<file path="src/rtl/perf_csr_file.sv">
// Performance counter CSR file: NUM_CNT event counters of CNT_W bits each,
// with per-counter inhibit, sticky overflow status (write-1-to-clear),
// overflow interrupt enable, and a high-half shadow register so that a
// low-then-high read pair sees a consistent counter value.
module perf_csr_file #(
  parameter int NUM_CNT = 8,
  parameter int CNT_W   = 48
) (
  input  logic               clk,
  input  logic               rst,
  input  logic [NUM_CNT-1:0] events,
  input  logic               wEn,
  input  logic [11:0]        wAddr,
  input  logic [31:0]        wData,
  input  logic               rdEn,
  input  logic [11:0]        rdAddr,
  output logic [31:0]        rdData,
  output logic               rdHit,
  output logic [NUM_CNT-1:0] ovfFlags,
  output logic               ovfIrq
);

  localparam int HI_W = CNT_W - 32;

  localparam logic [11:0] ADDR_INHIBIT = 12'h020;
  localparam logic [11:0] ADDR_STATUS  = 12'h021;
  localparam logic [11:0] ADDR_OVF_EN  = 12'h022;

  logic [CNT_W-1:0]   cnt_q [NUM_CNT];
  logic [CNT_W-1:0]   cnt_d [NUM_CNT];
  logic [NUM_CNT-1:0] inhibit_q, inhibit_d;
  logic [NUM_CNT-1:0] ovf_en_q, ovf_en_d;
  logic [NUM_CNT-1:0] ovf_q, ovf_d;
  logic [HI_W-1:0]    shadow_q, shadow_d;
  logic [NUM_CNT-1:0] ovf_set;
  logic [NUM_CNT-1:0] w1c_mask;

  // Counter update: a CSR write to either half takes priority and swallows
  // that cycle's event; otherwise an uninhibited event increments and flags
  // overflow when the counter wraps from all-ones.
  always_comb begin
    ovf_set = '0;
    for (int i = 0; i < NUM_CNT; i++) begin
      cnt_d[i] = cnt_q[i];
      if (wEn && (wAddr[11:1] == 11'(i))) begin
        if (!wAddr[0]) begin
          cnt_d[i][31:0] = wData;
        end else begin
          cnt_d[i][CNT_W-1:32] = wData[HI_W-1:0];
        end
      end else if (events[i] && !inhibit_q[i]) begin
        cnt_d[i]   = cnt_q[i] + CNT_W'(1);
        ovf_set[i] = &cnt_q[i];
      end
    end
  end

  // Control registers and sticky status; a fresh overflow beats a W1C clear.
  always_comb begin
    w1c_mask  = (wEn && (wAddr == ADDR_STATUS)) ? wData[NUM_CNT-1:0] : '0;
    ovf_d     = (ovf_q & ~w1c_mask) | ovf_set;
    inhibit_d = (wEn && (wAddr == ADDR_INHIBIT)) ? wData[NUM_CNT-1:0] : inhibit_q;
    ovf_en_d  = (wEn && (wAddr == ADDR_OVF_EN)) ? wData[NUM_CNT-1:0] : ovf_en_q;
  end

  // Shadow capture: a qualified low-half read latches that counter's high bits.
  always_comb begin
    shadow_d = shadow_q;
    for (int i = 0; i < NUM_CNT; i++) begin
      if (rdEn && !rdAddr[0] && (rdAddr[11:1] == 11'(i))) begin
        shadow_d = cnt_q[i][CNT_W-1:32];
      end
    end
  end

  // Combinational read mux; high halves return the shadow, not the live bits.
  always_comb begin
    rdData = '0;
    rdHit  = 1'b0;
    for (int i = 0; i < NUM_CNT; i++) begin
      if (rdAddr[11:1] == 11'(i)) begin
        rdHit  = 1'b1;
        rdData = rdAddr[0] ? 32'(shadow_q) : cnt_q[i][31:0];
      end
    end
    case (rdAddr)
      ADDR_INHIBIT: begin rdHit = 1'b1; rdData = 32'(inhibit_q); end
      ADDR_STATUS:  begin rdHit = 1'b1; rdData = 32'(ovf_q);     end
      ADDR_OVF_EN:  begin rdHit = 1'b1; rdData = 32'(ovf_en_q);  end
      default: ;
    endcase
  end

  // State registers with asynchronous active-high reset.
  always_ff @(posedge clk or posedge rst) begin
    if (rst) begin
      for (int i = 0; i < NUM_CNT; i++) begin
        cnt_q[i] <= '0;
      end
      inhibit_q <= '0;
      ovf_en_q  <= '0;
      ovf_q     <= '0;
      shadow_q  <= '0;
    end else begin
      for (int i = 0; i < NUM_CNT; i++) begin
        cnt_q[i] <= cnt_d[i];
      end
      inhibit_q <= inhibit_d;
      ovf_en_q  <= ovf_en_d;
      ovf_q     <= ovf_d;
      shadow_q  <= shadow_d;
    end
  end

  assign ovfFlags = ovf_q;
  assign ovfIrq   = |(ovf_q & ovf_en_q);

endmodule
</file>
<file path="config.mk">
export PLATFORM = sky130hd
export DESIGN_NAME = perf_csr_file
export DESIGN_NICKNAME = d
export VERILOG_FILES = /design/src/rtl/perf_csr_file.sv
export SDC_FILE = /design/constraint.sdc
export NUM_CORES = 2
export LEC_CHECK = 0
export ABC_AREA = 1
export CAP_MARGIN = 20
export CORE_ASPECT_RATIO = 0.7
export CORE_MARGIN = 10
export CORE_UTILIZATION = 35
export DETAILED_ROUTE_END_ITERATION = 8
export PLACE_DENSITY = 0.5
export SLEW_MARGIN = 10
export SYNTH_ARGS = -nofsm -noshare
export SYNTH_HDL_FRONTEND = slang
export SYNTH_SLANG_ARGS = --single-unit
</file>
<file path="constraint.sdc">
create_clock -name clk -period 19.3 [get_ports clk]
set_clock_uncertainty 0.05 [all_clocks]
set_input_delay 2.895 -clock clk [delete_from_list [all_inputs] [get_ports clk]]
set_output_delay 2.895 -clock clk [all_outputs]
set_load 0.02 [all_outputs]
</file>
# Word level (Yosys, flattened, before mapping)
# Index checks and enable logic that the tools add are counted.
# totals
reg_bits	424
inputBits	68
output_inout_bits	42
word_cells	211
# op_classes
n_addsub	8
n_eq_ne	36
mux	69
bitwise_logic	4
reduce_logical	74
# op_table
operator	n
two-way mux 48 bit	16
two-way mux 32 bit	17
adder 48 x 1 -> 48 bit, second input constant	8
AND reduction 48 bit	8
two-way mux 16 bit	9
one-hot mux 32 bit (3 select lines)	1
== test 11 x 3 -> 1 bit, second input constant	8
== test 12 x 6 -> 1 bit, second input constant	6
== test 11 x 2 -> 1 bit, second input constant	4
inequality test 2 bit, second input constant	16
AND reduction 2 bit	16
logical AND 1 bit	28
two-way mux 1 bit	25
== test 11 x 1 -> 1 bit, second input constant	2
logical NOT 11 bit	2
bitwise AND 8 bit	2
nonzero test 2 bit	8
logical NOT 1 bit	9
two-way mux 8 bit	1
inverter 8 bit	1
OR 8 bit	1
nonzero test 8 bit	1
OR reduction 8 bit	1
OR reduction 3 bit	1

# Longest topological paths before layout
# depth
ltp_word	11
mapped_depth	16
ltp_nobuf	15

# Worst setup path after synthesis
# OpenSTA, ideal clock, no wires.
# synth_path
path_kind	input-to-output
start	input rdAddr[11]
end	output rdData[16]
t_arrival_ns	4.515
required_ns	16.355
slack_ns	11.840
stages	12
n_path_buf	1
cell_sequence	inv_2 nand2_1 nor2_4 nand3_1 nor2_2 inv_2 nor2_1 inv_2 clkbuf_1 o21ai_0 a21oi_1 nor2_1
# synth_via
elab_chain_len	10
elab_cells_between_ends	20
classes_between	eq/ne (10); mux (9); reduce/logical (1)
# synth_lines
item	line	source
start, declared	16	input logic [11:0] rdAddr,
logical NOT 11 bit	81	if (rdAddr[11:1] == 11'(i)) begin
two-way mux 32 bit (8 in series)	81	
one-hot mux 32 bit (3 select lines) (*)	86	case (rdAddr)
end, declared	17	output logic [31:0] rdData,
# Every way passes the cells marked *; elsewhere a longest branch is shown, timed or not.

# Worst setup path after layout
# layout_path
start	input rdAddr[8]
end	output rdData[9]
# The elaborated chain is that of the path after synthesis.

==> results by group <==
Power and ir drop
  • P per Cell Area: between 80 and 90 mW/mm2
  • Leakage: about 17 nW
  • Peak VDD IR: 72.31 uV

Floorplanning
  • I/O pin cnt: 110
  • Die X: ~400 um
  • # rows: between 90 and 100
  • Height of the die: approximately 280 um
  • Starting Density: 0.3517
  • Core Footprint: roughly 0.096 mm2
  • Die area: between 0.1 and 0.15 mm2

Final layout
  • Finished Core Util: 0.3931
  • Fillers: about 11000
  • Most frequent cells in the layout: nand2_1, nor2_1, inv_1
  • Share of cells above drive strength 1: 0.04710
  • Commonest non-fill, non-tap cell in the layout: nand2_1
  • Nets: between 5000 and 6000
  • Area grow syn2layout: 11.75%

Global routing
  • Initial antenna violation count: 22
  • Total grt overflow: 0
  • Vias in the first global route: between 30000 and 40000
  • Largest net degree at the start of global routing: between 150 and 200
  • All-layer global routing usage: 0.3429
  • Wire length of the first global-routing pass: around 270 mm

Logic synthesis
  • Mapped Area: between 0.03 and 0.04 mm2
  • Mapped Cells: about 5300
  • Mean post-synth cell area: ~6.3 um2
  • Seq/Total Area, Yosys: 0.3152
  • Number of synthesized register bits: approximately 420
  • Yosys warns: 0
  • Cells taking the most area after synthesis: dfrtp_1, nand2_1, nor2_1
  • Post-synth top area cell: dfrtp_1
  • Unique cell type count in the Yosys netlist: 53
  • Post-synth net total: 5387
  • Synth top area share: 0.3152

Worst setup path
  • CP required: between 15 and 20 ns
  • Cells on worst reg2reg path: 10
  • Worst Path Arrival: 7.18 ns
  • Critical path type: input port to output port
  • Most used cell, CP: nand2_1
  • CP max stage delay: just over 0.7 ns
  • CP Cell Sequence: clkdlybuf4s50_1 > nor2_1 > nand2_2 > inv_2 > nand2_1 > nor2_2 > inv_1 > nor2_1 > a31oi_1 > nand2_1 > nand2_1 > nand2_1 > a21oi_1 > clkdlybuf4s50_1
  • Setup crit start kind: input port
  • Crit path capture type: output port
  • Max stage delay cell, worst path: clkdlybuf4s50_1
  • Worst-path maximum fanout: 21

Timing
  • Fmax: slightly below 100 MHz
  • Final TNS setup: 0 ns
  • Final Hold Fails: 0
  • Final Cycle Share: 0.5247
  • Slew Viols, Final: 0
  • Final Critical Period: about 10 ns
  • RSZ-0062 raised after global routing: no
  • Tightest Pin Transition: 1.225 ns
  • Number of setup violations in the final report: 0
  • Max_slew headroom: 0.1764

Clocking
  • Clock slew at reported path FFs: around 0.07 ns
  • Postcts setup bufs: 0
  • Htree depth: 2
  • Hold-fix buffers, CTS: 0
  • CTS tree: done
  • Max Root-Sink Buffers: 3
  • CTS Root Cell: clkbuf_16
  • Number of CTS-inserted buffers: 50
  • # clock sinks: 424
  • Post-CTS Resized: 0
  • Clk_lat worst skew: between 0.6 and 0.7 ns

Placed design
  • Port Buffers: ~110
  • RD Place Congestion: between 1 and 1.5
  • DP Wirelength: 151.1 mm

Drt
  • Initial DRC Count: between 6000 and 7000
  • Residual DRC count: 0
  • Routed length per instance: approximately 30 um
  • Vias/cell: 6.032
  • Drt pass-1 iters: 5
  • Detail Route Antenna Nets: 0
  • Via count: between 30000 and 40000
  • Routed WL: ~200 mm

Run
  • Max_cap viols: 0

Status
  • Status: finished clean

Min path
  • Worst Hold Class: flop to flop
  • Hold Crit Depth: 2
## critical path: cells and delay by family
kind	cells	cell delay (ns)
compound gates	2	0.25
buf+inv	4	2.07
simple gates	8	1.96
## layer usage
layer | part of all wire | vias to the layer above | GRT usage | wire, um
met1 | 0.46 | 19321 | 0.5393 | 90090
met2 | 0.36 | 2737 | 0.4238 | 70650
met5 | 0.00037 | - | 0 | 72
met4 | 0.025 | 10 | 0.08895 | 4849
met3 | 0.15 | 229 | 0.1166 | 29920
li1 | - | 17659 | - | -
## state kept, by name (all words and copies together) (netlist names)
name,flops
cnt_q,384
inhibit_q,8
shadow_q,16
ovfFlags,8
ovf_en_q,8
## final timing paths
path | start | to | slack (ns)
min reg2reg | shadow_q[2] | shadow_q[2] | 0.43
min | shadow_q[2] | shadow_q[2] | 0.43
min in group asynchronous | rst | cnt_q[334] | 2.69
max | rdAddr[8] | rdData[9] | 9.17
max in group asynchronous | rst | cnt_q[22] | 14.35
max reg2reg | cnt_q[288] | ovfFlags[1] | 16.05
## Yosys cell counts (all sizes together)
cell     count
nand2     1305
nor2       700
inv        611
o21ai      545
dfrtp      424
a21oi      364
nand3      270
xor2       205
a31oi      158
clkbuf     133
nor3       133
nand4       96
buf         87
nor4        53
o211ai      36
a22oi       34
xnor2       21
o31ai       19
o221ai      17
a221oi      16
or2         13
o22ai       11
ha           8
nand3b       8
nor3b        6
o2111ai      6
a32oi        5
a211oi       4
and3         4
o21bai       4
clkinv       3
o41ai        3
a21o         2
mux2i        2
a21boi       1
a22o         1
a31o         1
and2         1
o22a         1
## cell type report
| cell class | count | area (um2) | share of cell area |
|---|---|---|---|
| Timing Repair Buffer | 168 | 1549 | 0.04118 |
| Antenna cell | 13 | 32.53 | 0.0008649 |
| Inverter | 614 | 2312 | 0.06148 |
| Multi-Input combinational cell | 4053 | 19890 | 0.5289 |
| Sequential cell | 424 | 10610 | 0.2821 |
| Tap cell | 1261 | 1578 | 0.04195 |
| Clock buffer | 74 | 1515 | 0.04029 |
| Clock inverter | 17 | 120.1 | 0.003194 |
## through the flow
step / area [um2] / hold slack (ns) / power [mW] / cells / setup slack (ns)
after floorplan: 33660 / 0.3987 / 1.733 / 5311 / 4.550
after global placement: 35910 / 0.4168 / 2.201 / 6518 / 9.251
after detailed placement: 35940 / 0.4146 / 2.199 / 6519 / 9.304
after CTS: 37570 / 0.4326 / 3.204 / 6610 / 9.292
after global routing: 37580 / 0.4437 / 3.374 / 6612 / 8.979
final: 37610 / 0.4343 / 3.263 / 6624 / 9.173
## cell families (layout without fill, tap and decap cells)
| logic type | after synthesis | in the layout | share of synthesized area |
|---|---|---|---|
| other | 0 | 13 | 0 |
| adders and majority gates | 8 | 8 | 0.002974 |
| xor gates and xnor gates | 226 | 226 | 0.05881 |
| and+or+nand+nor | 2589 | 2589 | 0.3236 |
| AOI/OAI and AO/OA | 1228 | 1228 | 0.2027 |
| muxes | 2 | 2 | 0.0005948 |
| buffers and inverters | 834 | 873 | 0.09610 |
| DFF | 424 | 424 | 0.3152 |
## power breakdown
group	internal [mW]	switching (mW)
Combinational	0.254	0.665
Clock	0.555	0.453
Sequential	1.03	0.301
Total	1.84	1.42
No activity file was read; power rests on OpenSTA's default activity.
